`src/rtl/psa_pkg.sv`:
```
// psa_pkg: shared definitions for the PSA search engine.
//   - default width / latency constants used as parameter defaults
//   - FSM state encoding
//   - saturating increment helper for the match counter
package psa_pkg;

  localparam int DW_DEF     = 8;
  localparam int AW_DEF     = 8;
  localparam int LW_DEF     = 8;
  localparam int RD_LAT_DEF = 2;

  typedef enum logic [2:0] {
    S_IDLE  = 3'd0,
    S_ISSUE = 3'd1,
    S_WAIT  = 3'd2,
    S_CMP   = 3'd3,
    S_EMIT  = 3'd4,
    S_DONE  = 3'd5
  } psa_state_t;

  // Increment that sticks at i_max; callers pass their field's all-ones value.
  function automatic logic [31:0] sat_inc(input logic [31:0] i_val,
                                          input logic [31:0] i_max);
    return (i_val >= i_max) ? i_max : i_val + 32'd1;
  endfunction

endpackage

```
`src/rtl/psa_search_engine_if.sv`:
```
// psa_search_engine_if: match result stream (valid/ready).
//   match_valid : engine -> consumer, match_addr is valid
//   match_ready : consumer -> engine, accepts the match on a clock edge
//   match_addr  : absolute data address of the match start
// Modports: master (engine side), slave (consumer side).
interface psa_search_engine_if #(
  parameter int AW = 8
);
  logic          match_valid;
  logic          match_ready;
  logic [AW-1:0] match_addr;

  modport master (output match_valid, output match_addr, input match_ready);
  modport slave  (input match_valid, input match_addr, output match_ready);
endinterface

```
`src/rtl/psa_rd_wait.sv`:
```
// psa_rd_wait: BRAM read-latency timer.
//   CLK100MHZ, reset  : clock, async active-high reset
//   i_load            : reload the down-counter with RD_LAT (FSM in ISSUE)
//   i_en              : count enable (FSM in WAIT)
//   o_tc              : terminal count, last WAIT cycle
//   o_data_valid      : registered, high in the cycle after o_tc (CMP)
module psa_rd_wait
  import psa_pkg::*;
#(
  parameter int RD_LAT = RD_LAT_DEF
) (
  input  logic CLK100MHZ,
  input  logic reset,
  input  logic i_load,
  input  logic i_en,
  output logic o_tc,
  output logic o_data_valid
);

  logic [2:0] r_cnt;
  logic       r_data_valid;

  // Counter holds RD_LAT on the first WAIT cycle, so reaching 1 marks the
  // last of exactly RD_LAT wait cycles.
  assign o_tc         = i_en && (r_cnt == 3'd1);
  assign o_data_valid = r_data_valid;

  always_ff @(posedge CLK100MHZ or posedge reset) begin
    if (reset) begin
      r_cnt        <= 3'd0;
      r_data_valid <= 1'b0;
    end else begin
      r_data_valid <= o_tc;
      if (i_load)
        r_cnt <= 3'(RD_LAT);
      else if (i_en && (r_cnt != 3'd0))
        r_cnt <= r_cnt - 3'd1;
    end
  end

endmodule

```
`src/rtl/psa_search_engine.sv`:
```
// psa_search_engine: scans a data BRAM block for every occurrence of a
// pattern held in a pattern BRAM (naive backtracking) and streams each match
// start address over a valid/ready interface.
// Ports:
//   CLK100MHZ, reset        : clock, async active-high reset
//   start                   : pulse, latches bases/lengths (ignored while busy)
//   p_base, p_len           : pattern address / length
//   b_base, b_len           : data block address / length
//   mem_addr, mem_dout      : data BRAM address (registered) / read data
//   pat_addr, pat_dout      : pattern BRAM address (registered) / read data
//   m_if (master)           : match_valid / match_ready / match_addr
//   match_count             : matches emitted this search, saturating
//   busy, done              : search in progress / complete (sticky)
//
// state   | meaning
// --------+------------------------------------------------------------
// S_IDLE  | waiting for start after reset
// S_ISSUE | register data/pattern addresses for byte (i, k)
// S_WAIT  | RD_LAT cycles of BRAM read latency
// S_CMP   | compare data byte against pattern byte
// S_EMIT  | match presented, stalled until match_ready
// S_DONE  | search finished, done held; start re-arms
module psa_search_engine
  import psa_pkg::*;
#(
  parameter int DW      = DW_DEF,
  parameter int AW      = AW_DEF,
  parameter int LW      = LW_DEF,
  parameter int RD_LAT  = RD_LAT_DEF,
  parameter int OVERLAP = 1
) (
  input  logic                   CLK100MHZ,
  input  logic                   reset,
  input  logic                   start,
  input  logic [AW-1:0]          p_base,
  input  logic [LW-1:0]          p_len,
  input  logic [AW-1:0]          b_base,
  input  logic [LW-1:0]          b_len,
  output logic [AW-1:0]          mem_addr,
  input  logic [DW-1:0]          mem_dout,
  output logic [AW-1:0]          pat_addr,
  input  logic [DW-1:0]          pat_dout,
  psa_search_engine_if.master    m_if,
  output logic [LW-1:0]          match_count,
  output logic                   busy,
  output logic                   done
);

  typedef logic [LW:0] ext_t;
  localparam logic [LW-1:0] CNT_MAX = '1;

  psa_state_t    r_state;
  logic [AW-1:0] r_p_base;
  logic [AW-1:0] r_b_base;
  logic [LW-1:0] r_p_len;
  ext_t          r_bound;
  logic [LW-1:0] r_i;
  logic [LW-1:0] r_k;
  logic [AW-1:0] r_mem_addr;
  logic [AW-1:0] r_pat_addr;
  logic [AW-1:0] r_match_addr;
  logic          r_match_valid;
  logic [LW-1:0] r_match_count;
  logic          r_busy;
  logic          r_done;

  logic          w_tc;
  logic          w_data_valid;
  logic          w_start_ok;
  logic          w_last_k;
  ext_t          w_i_miss;
  ext_t          w_i_emit;

  // Bound and next-candidate values carry one extra bit so that
  // p_len > b_len and i stepping past the end never wrap around.
  assign w_start_ok = (p_len != '0) && (p_len <= b_len);
  assign w_last_k   = (r_k == (r_p_len - LW'(1)));
  assign w_i_miss   = ext_t'(r_i) + ext_t'(1);
  assign w_i_emit   = ext_t'(r_i) + ((OVERLAP != 0) ? ext_t'(1) : ext_t'(r_p_len));

  psa_rd_wait #(
    .RD_LAT (RD_LAT)
  ) u_rd_wait (
    .CLK100MHZ    (CLK100MHZ),
    .reset        (reset),
    .i_load       (r_state == S_ISSUE),
    .i_en         (r_state == S_WAIT),
    .o_tc         (w_tc),
    .o_data_valid (w_data_valid)
  );

  always_ff @(posedge CLK100MHZ or posedge reset) begin
    if (reset) begin
      r_state       <= S_IDLE;
      r_p_base      <= '0;
      r_b_base      <= '0;
      r_p_len       <= '0;
      r_bound       <= '0;
      r_i           <= '0;
      r_k           <= '0;
      r_mem_addr    <= '0;
      r_pat_addr    <= '0;
      r_match_addr  <= '0;
      r_match_valid <= 1'b0;
      r_match_count <= '0;
      r_busy        <= 1'b0;
      r_done        <= 1'b0;
    end else begin
      case (r_state)
        S_IDLE, S_DONE: begin
          if (start) begin
            r_p_base      <= p_base;
            r_b_base      <= b_base;
            r_p_len       <= p_len;
            r_bound       <= ext_t'(b_len) - ext_t'(p_len);
            r_i           <= '0;
            r_k           <= '0;
            r_match_count <= '0;
            if (w_start_ok) begin
              r_done  <= 1'b0;
              r_busy  <= 1'b1;
              r_state <= S_ISSUE;
            end else begin
              r_done  <= 1'b1;
              r_busy  <= 1'b0;
              r_state <= S_DONE;
            end
          end
        end

        S_ISSUE: begin
          r_mem_addr <= r_b_base + AW'(r_i) + AW'(r_k);
          r_pat_addr <= r_p_base + AW'(r_k);
          r_state    <= S_WAIT;
        end

        S_WAIT: begin
          if (w_tc)
            r_state <= S_CMP;
        end

        S_CMP: begin
          if (w_data_valid) begin
            if (mem_dout == pat_dout) begin
              if (w_last_k) begin
                r_match_addr  <= r_b_base + AW'(r_i);
                r_match_valid <= 1'b1;
                r_state       <= S_EMIT;
              end else begin
                r_k     <= r_k + LW'(1);
                r_state <= S_ISSUE;
              end
            end else begin
              r_k <= '0;
              r_i <= LW'(w_i_miss);
              if (w_i_miss > r_bound) begin
                r_done  <= 1'b1;
                r_busy  <= 1'b0;
                r_state <= S_DONE;
              end else begin
                r_state <= S_ISSUE;
              end
            end
          end
        end

        S_EMIT: begin
          if (m_if.match_ready) begin
            r_match_valid <= 1'b0;
            r_match_count <= LW'(sat_inc(32'(r_match_count), 32'(CNT_MAX)));
            r_k           <= '0;
            r_i           <= LW'(w_i_emit);
            if (w_i_emit > r_bound) begin
              r_done  <= 1'b1;
              r_busy  <= 1'b0;
              r_state <= S_DONE;
            end else begin
              r_state <= S_ISSUE;
            end
          end
        end

        default: r_state <= S_IDLE;
      endcase
    end
  end

  assign mem_addr         = r_mem_addr;
  assign pat_addr         = r_pat_addr;
  assign m_if.match_valid = r_match_valid;
  assign m_if.match_addr  = r_match_addr;
  assign match_count      = r_match_count;
  assign busy             = r_busy;
  assign done             = r_done;

endmodule

```
`src/flat_wrapper.sv`:
```
// flat-port wrapper written by rule: the top's interface ports become plain ports
module psa_search_engine_flat import psa_pkg::*;
#(
  parameter int DW      = DW_DEF,
  parameter int AW      = AW_DEF,
  parameter int LW      = LW_DEF,
  parameter int RD_LAT  = RD_LAT_DEF,
  parameter int OVERLAP = 1
)
  (CLK100MHZ, reset, start, p_base, p_len, b_base, b_len, mem_addr, mem_dout, pat_addr, pat_dout, match_count, busy, done, m_if_match_valid, m_if_match_addr, m_if_match_ready);
  psa_search_engine_if #(.AW(AW)) m_if_i ();
  input  logic CLK100MHZ;
  input  logic reset;
  input  logic start;
  input  logic [AW-1:0] p_base;
  input  logic [LW-1:0] p_len;
  input  logic [AW-1:0] b_base;
  input  logic [LW-1:0] b_len;
  output logic [AW-1:0] mem_addr;
  input  logic [DW-1:0] mem_dout;
  output logic [AW-1:0] pat_addr;
  input  logic [DW-1:0] pat_dout;
  output logic [LW-1:0] match_count;
  output logic busy;
  output logic done;
  output wire logic [$bits(m_if_i.match_valid)-1:0] m_if_match_valid;
  output wire logic [$bits(m_if_i.match_addr)-1:0] m_if_match_addr;
  input wire logic [$bits(m_if_i.match_ready)-1:0] m_if_match_ready;
  assign m_if_match_valid = m_if_i.match_valid;
  assign m_if_match_addr = m_if_i.match_addr;
  assign m_if_i.match_ready = m_if_match_ready;
  psa_search_engine #(.DW(DW), .AW(AW), .LW(LW), .RD_LAT(RD_LAT), .OVERLAP(OVERLAP)) u_core (.CLK100MHZ(CLK100MHZ), .reset(reset), .start(start), .p_base(p_base), .p_len(p_len), .b_base(b_base), .b_len(b_len), .mem_addr(mem_addr), .mem_dout(mem_dout), .pat_addr(pat_addr), .pat_dout(pat_dout), .m_if(m_if_i), .match_count(match_count), .busy(busy), .done(done));
endmodule
```
`config.mk`:
```
export PLATFORM = sky130hd
export DESIGN_NAME = psa_search_engine_flat
export DESIGN_NICKNAME = d
export VERILOG_FILES = /design/src/rtl/psa_pkg.sv /design/src/rtl/psa_search_engine_if.sv /design/src/rtl/psa_rd_wait.sv /design/src/rtl/psa_search_engine.sv /design/src/flat_wrapper.sv
export SDC_FILE = /design/constraint.sdc
export NUM_CORES = 1
export LEC_CHECK = 0
export ABC_AREA = 1
export ABC_CLOCK_PERIOD_IN_PS = 3340
export BUFFER_PORTS_ARGS = -buffer_cell sky130_fd_sc_hd__buf_2
export CAP_MARGIN = 20
export CORE_MARGIN = 3
export CORE_UTILIZATION = 35
export DETAILED_ROUTE_END_ITERATION = 12
export PLACE_DENSITY = 0.6
export REMOVE_ABC_BUFFERS = 1
export SLEW_MARGIN = 20
export SYNTH_ARGS = -nofsm -noshare
export SYNTH_HDL_FRONTEND = slang
export SYNTH_SLANG_ARGS = --single-unit
```
`constraint.sdc`:
```
create_clock -name CLK100MHZ -period 3.34 [get_ports CLK100MHZ]
set_clock_uncertainty 0.2 [all_clocks]
set_input_delay 0.501 -clock CLK100MHZ [delete_from_list [all_inputs] [get_ports CLK100MHZ]]
set_output_delay 0.501 -clock CLK100MHZ [all_outputs]
set_load 0.005 [all_outputs]
```
==> impl_metrics.ini <==
[routing]
drt_iter0_markers = 266
ant_nets = 0
viasPerCell = 4.61
wl_per_cell_microns = 12.5
drcViolationCount = 0
vias = 5116
drt-pass1-iter-count = 4
wl_mm = 13.8

[setup_path]
rrSetupSlack_ps = 430
cp_slowest_cell = dfrtp_1
cpMostUsedCell = nand2_1
critPathKind = reg -> reg
r2r-start = u_core.r_i[0]$_DFFE_PP0P_
cp.required_ps = 3380
end_kind = flip-flop
rr_worst_depth = 15
r2r-end = u_core.mem_addr[7]$_DFFE_PP0P_
path_cells = ha_1, inv_1, fa_1, inv_1, nand4_1, nand3_1, xor2_1, ha_1, a21oi_1, o21a_1, nand2_1, nand2_1, nand4_1, nand3_1, nand2_1
path_buf_inv = 2
crit_family = adder cells
cp_max_fo = 6
cp_data_arrival_time_ps = 2950
start_kind = flip-flop
slowest_delay_ps = 460

[synth]
ys_types = 39
synth_edf_count = 0
syn_area_per_cell_sq_um = 7.50
async_reset_ff_frac = 1.00
ys_ff_latch = 91
synth.cell_area_sq_mm = 0.00599
synth_flop_cell = dfrtp_1
synth_warnings = 0
synth-seq-area-share = 0.380
synthCells = 798

[die]
ioPinCount = 87
die_w_microns = 137
std_cell_rows = 47
die_h_microns = 137
core-area_sq_mm = 0.0166
initial_utilization = 0.360
die_area_sq_mm = 0.0187

[clock_tree]
path_clk_slew_ps = 70
cts_tree = done
htree_levels = 3
postCtsSetupRepairBufs = 0
hold_buffers = 0
clk_latency_ps = 350
cts_root_buf = clkbuf_16
cts_buffer_depth = 2
numCtsBuffers = 9
cts_resized = 0
numClockSinks = 91

[global_routing]
antenna_found_initial = 1
grt_pass1_vias = 4908
grt_max_degree = 48
grt_pass1_wl_mm = 23.8
overflow = 0
track_usage = 0.159

[cells_and_area]
nFillCells = 1715
syn2layout_area_growth_pct = 16.5
final_common_cell = nand2_1
final_cell_mix = nand2_1 (256), inv_1 (99), dfrtp_1 (91), buf_2 (86), o21ai_0 (53)
final_layout_size_suffix_gt1_frac = 0.158
finalNetCount = 986
multi_input_area_sq_mm = 0.00323
regArea_sq_mm = 0.00228
post-route-util = 0.419
final_area_sq_mm = 0.00697
antenna_cells = 0

[sta]
period_minus_slack_ps = 2910
maxSlewViolCount = 0
rsz0062_at_grt = false
hold_viol = 0
worst_slew_pin_slew_ps = 988
setup_viol = 0
timing.hold.ws_ps = 51.5
setup_tns_ps = 0
fin_crit_sh = 0.872
max_slew_margin = 0.341
fmax_mhz = 343

[placement]
placed_area_sq_mm = 0.00666
io_buffers = 86
gp_congestion = 0.841
dp_hpwl_mm = 10.8

[power_and_ir_drop]
leakagePower_uw = 0.00377
power_uw = 2520
ir_drop_uv = 235
power_density_mw_per_mm2 = 361

[run]
max_cap_violations = 0

[status]
outcome = finished clean

[worst_hold_path]
holdCritPathClass = in -> async
cell families (layout without fill, tap and decap cells):
| group | count (synthesis) | in the layout | synth area share |
|---|---|---|---|
| simple gates | 387 | 387 | 0.276 |
| buf+inv | 123 | 215 | 0.0805 |
| compound gates | 120 | 120 | 0.115 |
| flops | 91 | 91 | 0.380 |
| fa+ha+maj | 49 | 49 | 0.107 |
| xor+xnor | 28 | 28 | 0.0410 |
how the worst max path moves through the flow:
stage / start / to / cells past startpoint
floorplan: reset / u_core.busy$_DFFE_PP0P_ / 1
global placement: u_core.r_i[0]$_DFFE_PP0P_ / u_core.mem_addr[7]$_DFFE_PP0P_ / 15
detailed placement: u_core.r_i[0]$_DFFE_PP0P_ / u_core.mem_addr[7]$_DFFE_PP0P_ / 15
CTS: u_core.r_i[0]$_DFFE_PP0P_ / u_core.mem_addr[7]$_DFFE_PP0P_ / 15
global route: u_core.r_i[0]$_DFFE_PP0P_ / u_core.mem_addr[7]$_DFFE_PP0P_ / 15
finish: u_core.r_i[0]$_DFFE_PP0P_ / u_core.mem_addr[7]$_DFFE_PP0P_ / 15
cells in the mapped netlist (2+ instances only):
library cell  instances  area share
nor2_2                4      0.0042
o21ai_0              53       0.044
o31ai_1               3      0.0038
o22ai_2               4      0.0084
a31oi_1               6      0.0063
nor3_1                5      0.0042
dfrtp_1              91        0.38
buf_2                 6      0.0050
o21ai_2               2      0.0029
o21a_1                3      0.0038
inv_2                 9      0.0056
o21ai_1              11      0.0092
nand4_1              16       0.017
a21o_1                3      0.0038
nand2_2               3      0.0031
clkbuf_1              6      0.0038
inv_1               100       0.063
a21oi_1              31       0.026
or2_2                 7      0.0073
xnor2_1              11       0.016
xor2_1               17       0.025
ha_1                 45       0.094
nand2_4               4      0.0075
nand3_1              42       0.035
nor2_1               44       0.028
nand2_1             256        0.16
fa_1                  4       0.013
power by group:
part           total (uW)  internal (uW)  switching [uW]
Combinational         280            115             165
Sequential           1150           1130            19.1
Clock                1090            654             434
layer usage:
layer,up-vias,share of wire,track usage
met4,2,0.013,0.0482
li1,2745,-,-
met2,80,0.44,0.246
met3,14,0.037,0.0287
met1,2275,0.51,0.227
met5,-,0.00094,0
state kept, by name, indices dropped and copies added (netlist names):
register,flops
u_core.r_p_len,8
u_core.pat_addr,8
u_core.done,1
u_core.r_k,8
u_core.u_rd_wait.o_data_valid,1
u_core.match_count,8
u_core.m_if.match_addr,8
u_core.r_bound,9
u_core.r_b_base,8
u_core.busy,1
u_core.mem_addr,8
u_core.r_state,3
u_core.u_rd_wait.r_cnt,3
u_core.m_if.match_valid,1
u_core.r_p_base,8
u_core.r_i,8
cell type report:
class | instances | share of cell area
multi-input combinational | 584 | 0.463
sequential | 91 | 0.327
timing repair buffer | 89 | 0.0667
inverter | 110 | 0.0601
tap | 220 | 0.0395
clock buffer | 11 | 0.0334
clock inverter | 5 | 0.0111
per-stage QoR:
step,setup slack [ps],std cells
after floorplan,275,785
after global placement,546,1094
after detailed placement,459,1094
after CTS,450,1110
after global routing,184,1110
final,428,1110
(Power assumes the default switching activity.)
